<file path="config.mk">
export PLATFORM = sky130hd
export DESIGN_NAME = uart_rx
export DESIGN_NICKNAME = d
export VERILOG_FILES = /design/src/rtl/uart_rx_pkg.sv /design/src/rtl/uart_bit_timer.sv /design/src/rtl/uart_rx.sv
export SDC_FILE = /design/constraint.sdc
export NUM_CORES = 1
export LEC_CHECK = 0
export ABC_CLOCK_PERIOD_IN_PS = 5100
export CAP_MARGIN = 0
export CORE_UTILIZATION = 40
export DETAILED_ROUTE_END_ITERATION = 6
export PLACE_DENSITY = 0.61
export SYNTH_ARGS = -nofsm -noshare
export SYNTH_HDL_FRONTEND = slang
export SYNTH_SLANG_ARGS = --single-unit
</file>
<file path="constraint.sdc">
create_clock -name clk -period 5.1 [get_ports clk]
set_input_delay 1.275 -clock clk [delete_from_list [all_inputs] [get_ports clk]]
set_output_delay 1.275 -clock clk [all_outputs]
set_load 0.005 [all_outputs]
</file>
<file path="src/rtl/uart_rx_pkg.sv">
`default_nettype none
// ============================================================================
// Module   : uart_rx_pkg
// Purpose  : Shared UART receiver definitions: FSM state encoding, default
//            bit divisors and the bit-timer counter width.
// Contents : rx_state_t, C_DIV_FAST_DEFAULT, C_DIV_SLOW_DEFAULT, C_CNT_W,
//            half_div()
// Revision : 1.0 - initial release
// ============================================================================
package uart_rx_pkg;

    // Receiver FSM states; the same encodings are used by control and the
    // transmitter so debug taps read consistently across the UART.
    typedef enum logic [2:0] {
        ST_IDLE   = 3'd0,
        ST_START  = 3'd1,
        ST_DATA   = 3'd2,
        ST_PARITY = 3'd3,
        ST_STOP   = 3'd4
    } rx_state_t;

    // Clock cycles per bit at 50 MHz.
    localparam int unsigned C_DIV_FAST_DEFAULT = 434;   // 115200 baud
    localparam int unsigned C_DIV_SLOW_DEFAULT = 5208;  // 9600 baud

    // Bit counter width; must hold the slowest divisor.
    localparam int unsigned C_CNT_W = 13;

    // Half-bit interval used to reach the middle of the start bit.
    function automatic logic [C_CNT_W-1:0] half_div(input logic [C_CNT_W-1:0] div);
        return div >> 1;
    endfunction

endpackage
`default_nettype wire

</file>
<file path="src/rtl/uart_bit_timer.sv">
`default_nettype none
// ============================================================================
// Module   : uart_bit_timer
// Purpose  : Bit-interval counter for the UART receiver. Counts 0..limit-1,
//            where limit is div (full bit) or div/2 (half bit), and emits a
//            one-cycle tick on the last count before wrapping.
// Ports    : clk     - system clock
//            reset   - asynchronous active-low reset
//            div     - cycles per bit (latched by the caller per frame)
//            half    - 1 selects div/2, 0 selects div
//            restart - holds the counter at zero, suppresses tick
//            tick    - one-cycle strobe at the end of each interval
// Revision : 1.0 - initial release
// ============================================================================
module uart_bit_timer
    import uart_rx_pkg::*;
(
    input  logic               clk,
    input  logic               reset,
    input  logic [C_CNT_W-1:0] div,
    input  logic               half,
    input  logic               restart,
    output logic               tick
);

    localparam logic [C_CNT_W-1:0] C_ONE = C_CNT_W'(1);

    logic [C_CNT_W-1:0] r_cnt;
    logic [C_CNT_W-1:0] w_limit;

    assign w_limit = half ? half_div(div) : div;
    assign tick    = !restart && (r_cnt == (w_limit - C_ONE));

    // Wrapping on tick means the next interval starts from zero without the
    // FSM having to issue a restart between phases.
    always_ff @(posedge clk or negedge reset) begin
        if (!reset) begin
            r_cnt <= '0;
        end else if (restart || tick) begin
            r_cnt <= '0;
        end else begin
            r_cnt <= r_cnt + C_ONE;
        end
    end

endmodule
`default_nettype wire

</file>
<file path="src/rtl/uart_rx.sv">
`default_nettype none
// ============================================================================
// Module   : uart_rx
// Purpose  : UART serial receiver. Synchronises rxo, qualifies start bits at
//            mid-bit, samples 7/8 data bits, optional even parity and the
//            stop bit, then presents the character with a one-cycle strobe.
// Ports    : clk        - system clock
//            reset      - asynchronous active-low reset
//            paritys    - 1 = even parity bit present
//            bauds      - 1 = DIV_FAST, 0 = DIV_SLOW
//            dls        - 1 = 8 data bits, 0 = 7 data bits
//            rxo        - asynchronous serial line, idle high
//            rx_data    - received character (bit 7 = 0 in 7-bit mode)
//            rx_valid   - one-cycle strobe qualifying rx_data and flags
//            parity_err - parity mismatch on the last frame
//            frame_err  - stop bit sampled low on the last frame
//            rx_busy    - frame in progress (START through stop sample)
// Revision : 1.0 - initial release
// ============================================================================
module uart_rx
    import uart_rx_pkg::*;
#(
    parameter int unsigned DIV_FAST = C_DIV_FAST_DEFAULT,
    parameter int unsigned DIV_SLOW = C_DIV_SLOW_DEFAULT
) (
    input  logic       clk,
    input  logic       reset,
    input  logic       paritys,
    input  logic       bauds,
    input  logic       dls,
    input  logic       rxo,
    output logic [7:0] rx_data,
    output logic       rx_valid,
    output logic       parity_err,
    output logic       frame_err,
    output logic       rx_busy
);

    localparam logic [C_CNT_W-1:0] C_DIV_FAST = C_CNT_W'(DIV_FAST);
    localparam logic [C_CNT_W-1:0] C_DIV_SLOW = C_CNT_W'(DIV_SLOW);

    // ------------------------------------------------------------------
    // Line synchroniser and falling-edge detector
    // ------------------------------------------------------------------
    logic r_sync1;
    logic r_sync2;
    logic r_prev;
    logic w_fall;
    logic w_sample;

    always_ff @(posedge clk or negedge reset) begin
        if (!reset) begin
            r_sync1 <= 1'b1;
            r_sync2 <= 1'b1;
            r_prev  <= 1'b1;
        end else begin
            r_sync1 <= rxo;
            r_sync2 <= r_sync1;
            r_prev  <= r_sync2;
        end
    end

    assign w_fall   = r_prev & ~r_sync2;
    assign w_sample = r_sync2;

    // ------------------------------------------------------------------
    // Bit timer: half-bit in START, full bit elsewhere, held in IDLE
    // ------------------------------------------------------------------
    rx_state_t          r_state;
    logic [C_CNT_W-1:0] r_div;
    logic               w_tick;
    logic               w_half;
    logic               w_restart;

    assign w_half    = (r_state == ST_START);
    assign w_restart = (r_state == ST_IDLE);

    uart_bit_timer u_bit_timer (
        .clk     (clk),
        .reset   (reset),
        .div     (r_div),
        .half    (w_half),
        .restart (w_restart),
        .tick    (w_tick)
    );

    // ------------------------------------------------------------------
    // Receive FSM, shifter and parity accumulator
    // ------------------------------------------------------------------
    logic       r_paritys;    // frame-latched selects
    logic       r_dls;
    logic [7:0] r_shift;
    logic [2:0] r_idx;
    logic       r_par;        // running XOR of data bits
    logic       r_par_err;    // result of the parity sample
    logic       r_wait_high;  // set after a break; blocks restart until line rises
    logic [7:0] r_rx_data;
    logic       r_rx_valid;
    logic       r_parity_err;
    logic       r_frame_err;
    logic       r_rx_busy;
    logic [2:0] w_last_idx;

    assign w_last_idx = r_dls ? 3'd7 : 3'd6;

    always_ff @(posedge clk or negedge reset) begin
        if (!reset) begin
            r_state      <= ST_IDLE;
            r_div        <= C_DIV_SLOW;
            r_paritys    <= 1'b0;
            r_dls        <= 1'b1;
            r_shift      <= '0;
            r_idx        <= '0;
            r_par        <= 1'b0;
            r_par_err    <= 1'b0;
            r_wait_high  <= 1'b0;
            r_rx_data    <= '0;
            r_rx_valid   <= 1'b0;
            r_parity_err <= 1'b0;
            r_frame_err  <= 1'b0;
            r_rx_busy    <= 1'b0;
        end else begin
            r_rx_valid <= 1'b0;
            if (r_sync2) begin
                r_wait_high <= 1'b0;
            end

            case (r_state)
                ST_IDLE: begin
                    if (w_fall && !r_wait_high) begin
                        r_state   <= ST_START;
                        r_div     <= bauds ? C_DIV_FAST : C_DIV_SLOW;
                        r_paritys <= paritys;
                        r_dls     <= dls;
                        r_shift   <= '0;
                        r_idx     <= '0;
                        r_par     <= 1'b0;
                        r_par_err <= 1'b0;
                        r_rx_busy <= 1'b1;
                    end
                end

                ST_START: begin
                    if (w_tick) begin
                        if (!w_sample) begin
                            r_state <= ST_DATA;
                        end else begin
                            // Line back high at mid start bit: glitch.
                            r_state   <= ST_IDLE;
                            r_rx_busy <= 1'b0;
                        end
                    end
                end

                ST_DATA: begin
                    if (w_tick) begin
                        r_shift[r_idx] <= w_sample;
                        r_par          <= r_par ^ w_sample;
                        if (r_idx == w_last_idx) begin
                            r_state <= r_paritys ? ST_PARITY : ST_STOP;
                        end else begin
                            r_idx <= r_idx + 3'd1;
                        end
                    end
                end

                ST_PARITY: begin
                    if (w_tick) begin
                        r_par_err <= r_par ^ w_sample;
                        r_state   <= ST_STOP;
                    end
                end

                ST_STOP: begin
                    if (w_tick) begin
                        r_rx_data    <= r_shift;
                        r_parity_err <= r_paritys & r_par_err;
                        r_frame_err  <= ~w_sample;
                        r_rx_valid   <= 1'b1;
                        r_rx_busy    <= 1'b0;
                        r_state      <= ST_IDLE;
                        if (!w_sample) begin
                            r_wait_high <= 1'b1;
                        end
                    end
                end

                default: begin
                    r_state   <= ST_IDLE;
                    r_rx_busy <= 1'b0;
                end
            endcase
        end
    end

    assign rx_data    = r_rx_data;
    assign rx_valid   = r_rx_valid;
    assign parity_err = r_parity_err;
    assign frame_err  = r_frame_err;
    assign rx_busy    = r_rx_busy;

endmodule
`default_nettype wire

</file>
==> flow_metrics.py <==
metrics = {
    "timing": {
        "worst_pin_slew_ns": 1.07,
        "fin_skew_ns": 0.00426,
        "slew_headroom_pct": 28.7,
        "setup_viol": 0,
        "tns_ns": 0,
        "period_share_pct": 59.9,
        "rsz0062_at_grt": "no",
        "fin_crit_ns": 3.05,
        "finalMaxSlewViolations": 0,
        "max_freq_ghz": 0.328,
        "worst_hold_slack_ns": 0.360,
        "finalHoldViolCount": 0,
    },
    "floorplan": {
        "initial_core_util_pct": 41.4,
        "core_area_sq_um": 6310,
        "die_w_um": 82.8,
        "num_rows": 29,
        "ioPinCount": 18,
        "die_h_um": 82.8,
        "dieArea_sq_um": 6860,
    },
    "clock_tree": {
        "clock-sinks": 49,
        "clock_latency_ns": 0.30,
        "cts-resized-gates": 0,
        "cts.path.max_buffers": 2,
        "cts_tree": "done",
        "postCtsSetupRepairBufs": 0,
        "cts_buffers": 5,
        "clock_tree.root_cell": "clkbuf_8",
        "cts.clk_slew.worst_paths_ns": 0.09,
        "htree_num_levels": 2,
        "cts_hold_buf": 0,
    },
    "worst_setup_path": {
        "crit_arrival_ns": 3.24,
        "cp_num_buf_inv": 0,
        "reg2reg_from": "r_state[0]$_DFFE_PN0P_",
        "worstSetupPathDepth": 6,
        "worstPathCellList": "nor3b_2 -> mux2_1 -> nor4_1 -> or2_1 -> nor2_1 -> a221o_1",
        "critPathTopFamily": "simple AND/OR/NAND/NOR gates",
        "setup.worst_path.class": "flip-flop to flip-flop",
        "start_kind": "flip-flop",
        "r2r_setup_slack_ns": 2.05,
        "crit_path_end_kind": "flip-flop",
        "required_ns": 5.29,
        "critPathMaxFanout": 16,
        "cpMaxStageDelayCell": "dfrtp_1",
        "crit_path_max_incr_delay_ns": 0.59,
        "r2r-end": "r_par$_DFFE_PN0P_",
        "r2r_cells": 6,
    },
    "layout": {
        "register_area_sq_um": 1230,
        "multi_input_area_sq_um": 1260,
        "nets": 290,
        "drive_gt1_share_pct": 11.3,
        "area_growth_syn_to_layout_pct": 10.8,
        "final_cells": 359,
        "fill_cells": 619,
        "num_antenna_cells": 0,
    },
    "hold_path": {
        "hold_depth": 0,
        "worstHoldEndpoint": "r_sync2$_DFF_PN1_",
        "hold_class": "flip-flop to flip-flop",
        "min_from": "r_sync1$_DFF_PN1_",
    },
    "synthesis": {
        "async_reset_ff_share_pct": 100,
        "postSynthAreaPerCell_sq_um": 9.46,
        "synth_edf_count": 0,
        "yosysTopAreaCell": "dfrtp_1",
        "synth_seq_area_share_pct": 47.2,
        "synth_top_area_share_pct": 42.2,
        "synthFlopType": "dfrtp_1",
        "postSynthCellCount": 276,
        "syn-cell-area_sq_um": 2610,
        "synth-seq-cells": 49,
        "yosysWarnings": 0,
        "yosysUniqueCellTypes": 50,
        "ys_top_cells_by_area": "dfrtp_1 (42%), nand2_1 (5.5%), dfstp_2 (5.0%), mux2_2 (4.3%), xor2_1 (3.7%)",
        "syn_nets": 284,
    },
    "route": {
        "dr.first_iter.drc_count": 123,
        "firstDrtPassIters": 4,
        "routed_wl_mm": 5.61,
        "met1_length_mm": 2.80,
        "routed-via-count": 2054,
        "highest_layer": "met4",
        "viasPerCell": 5.72,
        "drt-wirelength-per-cell_um": 15.6,
        "met2_length_mm": 2.53,
        "remaining_drc_errors": 0,
        "ant_nets": 0,
        "route.met3.wl_um": 219,
    },
    "place": {
        "portBuffers": 17,
        "gp_congestion": 0.821,
        "place_inst": 352,
        "hpwlAfterDp_mm": 3.81,
    },
    "global_routing": {
        "grt_pass1_wl_mm": 9.23,
        "grt_max_degree": 50,
        "gr-usage-all-layers_pct": 17.9,
        "grt_pass1_vias": 1875,
        "overflow": 0,
        "antenna_found_initial": 0,
    },
    "pwr": {
        "p_leak_nw": 1.20,
        "power_density_nw_per_um2": 409,
        "vdd_ir_drop_max_v": 0.000207,
    },
    "run_status": {
        "status": "completed",
    },
    "run": {
        "drv_cap": 0,
    },
}
-- synthesized netlist by cell type, types with 2 or more instances --
cell / instances
and3_1: 4
a31oi_1: 7
nor2_1: 15
dfstp_2: 5
nor4_1: 12
mux2i_1: 3
o21ai_0: 8
inv_1: 9
o211a_1: 2
o31ai_1: 2
xor2_1: 11
nor2b_1: 2
clkbuf_1: 17
xnor2_1: 5
and2_1: 2
a21oi_1: 7
a32o_1: 2
mux2_2: 10
dfrtp_1: 44
o22ai_1: 8
nand3_1: 10
nand2_1: 38
ha_1: 2
nor3_1: 19
o211ai_1: 2
nand4_1: 4
buf_2: 2
or3_1: 2
-- cells in the final DEF (no fill, tap or decap), types with 3 or more instances in the layout --
cell,netlist,layout
inv_1,9,9
xnor2_1,5,5
clkdlybuf4s50_1,0,16
nor4_1,12,12
mux2i_1,3,3
xor2_1,11,11
nor3_1,19,19
nand3_1,10,10
o21ai_0,8,8
dfrtp_1,44,44
o22ai_1,8,8
dfstp_2,5,5
clkbuf_8,0,6
a21oi_1,7,7
nor2_1,15,15
and3_1,4,4
nand2_1,38,38
nand4_1,4,4
a31oi_1,7,7
mux2_2,10,10
-- power by group --
part	switching [mW]	total [mW]	internal, mW	leakage (nW)
Sequential	0.113	0.567	0.454	0.632
Combinational	0.213	0.388	0.174	0.525
Clock	0.122	0.230	0.108	0.0443
-- worst register-to-register path, cell delays in order, from the launching register on --
cell     delay (ns)
dfrtp_1        0.59
nor3b_2        0.44
mux2_1         0.36
nor4_1         0.31
or2_1          0.48
nor2_1         0.36
a221o_1        0.41
-- cell type report --
class	instances	area share [%]
Clock buffer	7	2.98
Tap cell	77	3.33
Inverter	9	1.17
Timing Repair Buffer	19	6.23
Sequential cell	49	42.6
Multi-Input combinational cell	198	43.7
-- through the flow --
step                      cell area, sq um  utilization, %  total power, mW  setup WS, ns
after floorplan                       2610               -            0.874          2.67
after global placement                2810            44.5            0.951          2.13
after detailed placement              2810            44.5            0.962          2.04
after CTS                             2890            45.8             1.20          2.02
after global routing                  2890            45.8             1.27          1.83
final                                 2890            45.8             1.18          2.05
-- registers in the layout (all words and copies together) (netlist names), 2 cells and up --
signal,cells
r_state,3
u_bit_timer.r_cnt,13
r_idx,3
rx_data,8
r_div,2
r_shift,8
-- metal layers --
layer,vias up,track usage [%]
li1,1006,-
met4,0,4.66
met3,5,3.72
met1,989,25.2
met2,54,27.7
met5,-,0
-- cell families after synthesis --
family / share of synthesized area (%)
and+or+nand+nor: 23.1
DFF: 47.2
AOI/OAI and AO/OA: 13.0
buffers and inverters: 4.41
xor gates and xnor gates: 5.37
muxes: 5.89
adders and majority gates: 0.958
-- worst max path at each step --
stage | startpoint | endpoint | slack [ns]
finish | r_state[0]$_DFFE_PN0P_ | r_par$_DFFE_PN0P_ | 2.05
global route | r_state[0]$_DFFE_PN0P_ | r_par$_DFFE_PN0P_ | 1.83
CTS | r_div[8]$_DFFE_PN0P_ | u_bit_timer.r_cnt[12]$_DFF_PN0_ | 2.02
detailed placement | r_div[8]$_DFFE_PN0P_ | u_bit_timer.r_cnt[12]$_DFF_PN0_ | 2.04
global placement | r_div[8]$_DFFE_PN0P_ | r_par$_DFFE_PN0P_ | 2.13
floorplan | u_bit_timer.r_cnt[4]$_DFF_PN0_ | r_idx[1]$_DFFE_PN0P_ | 2.67
(Power assumes the default switching activity.)
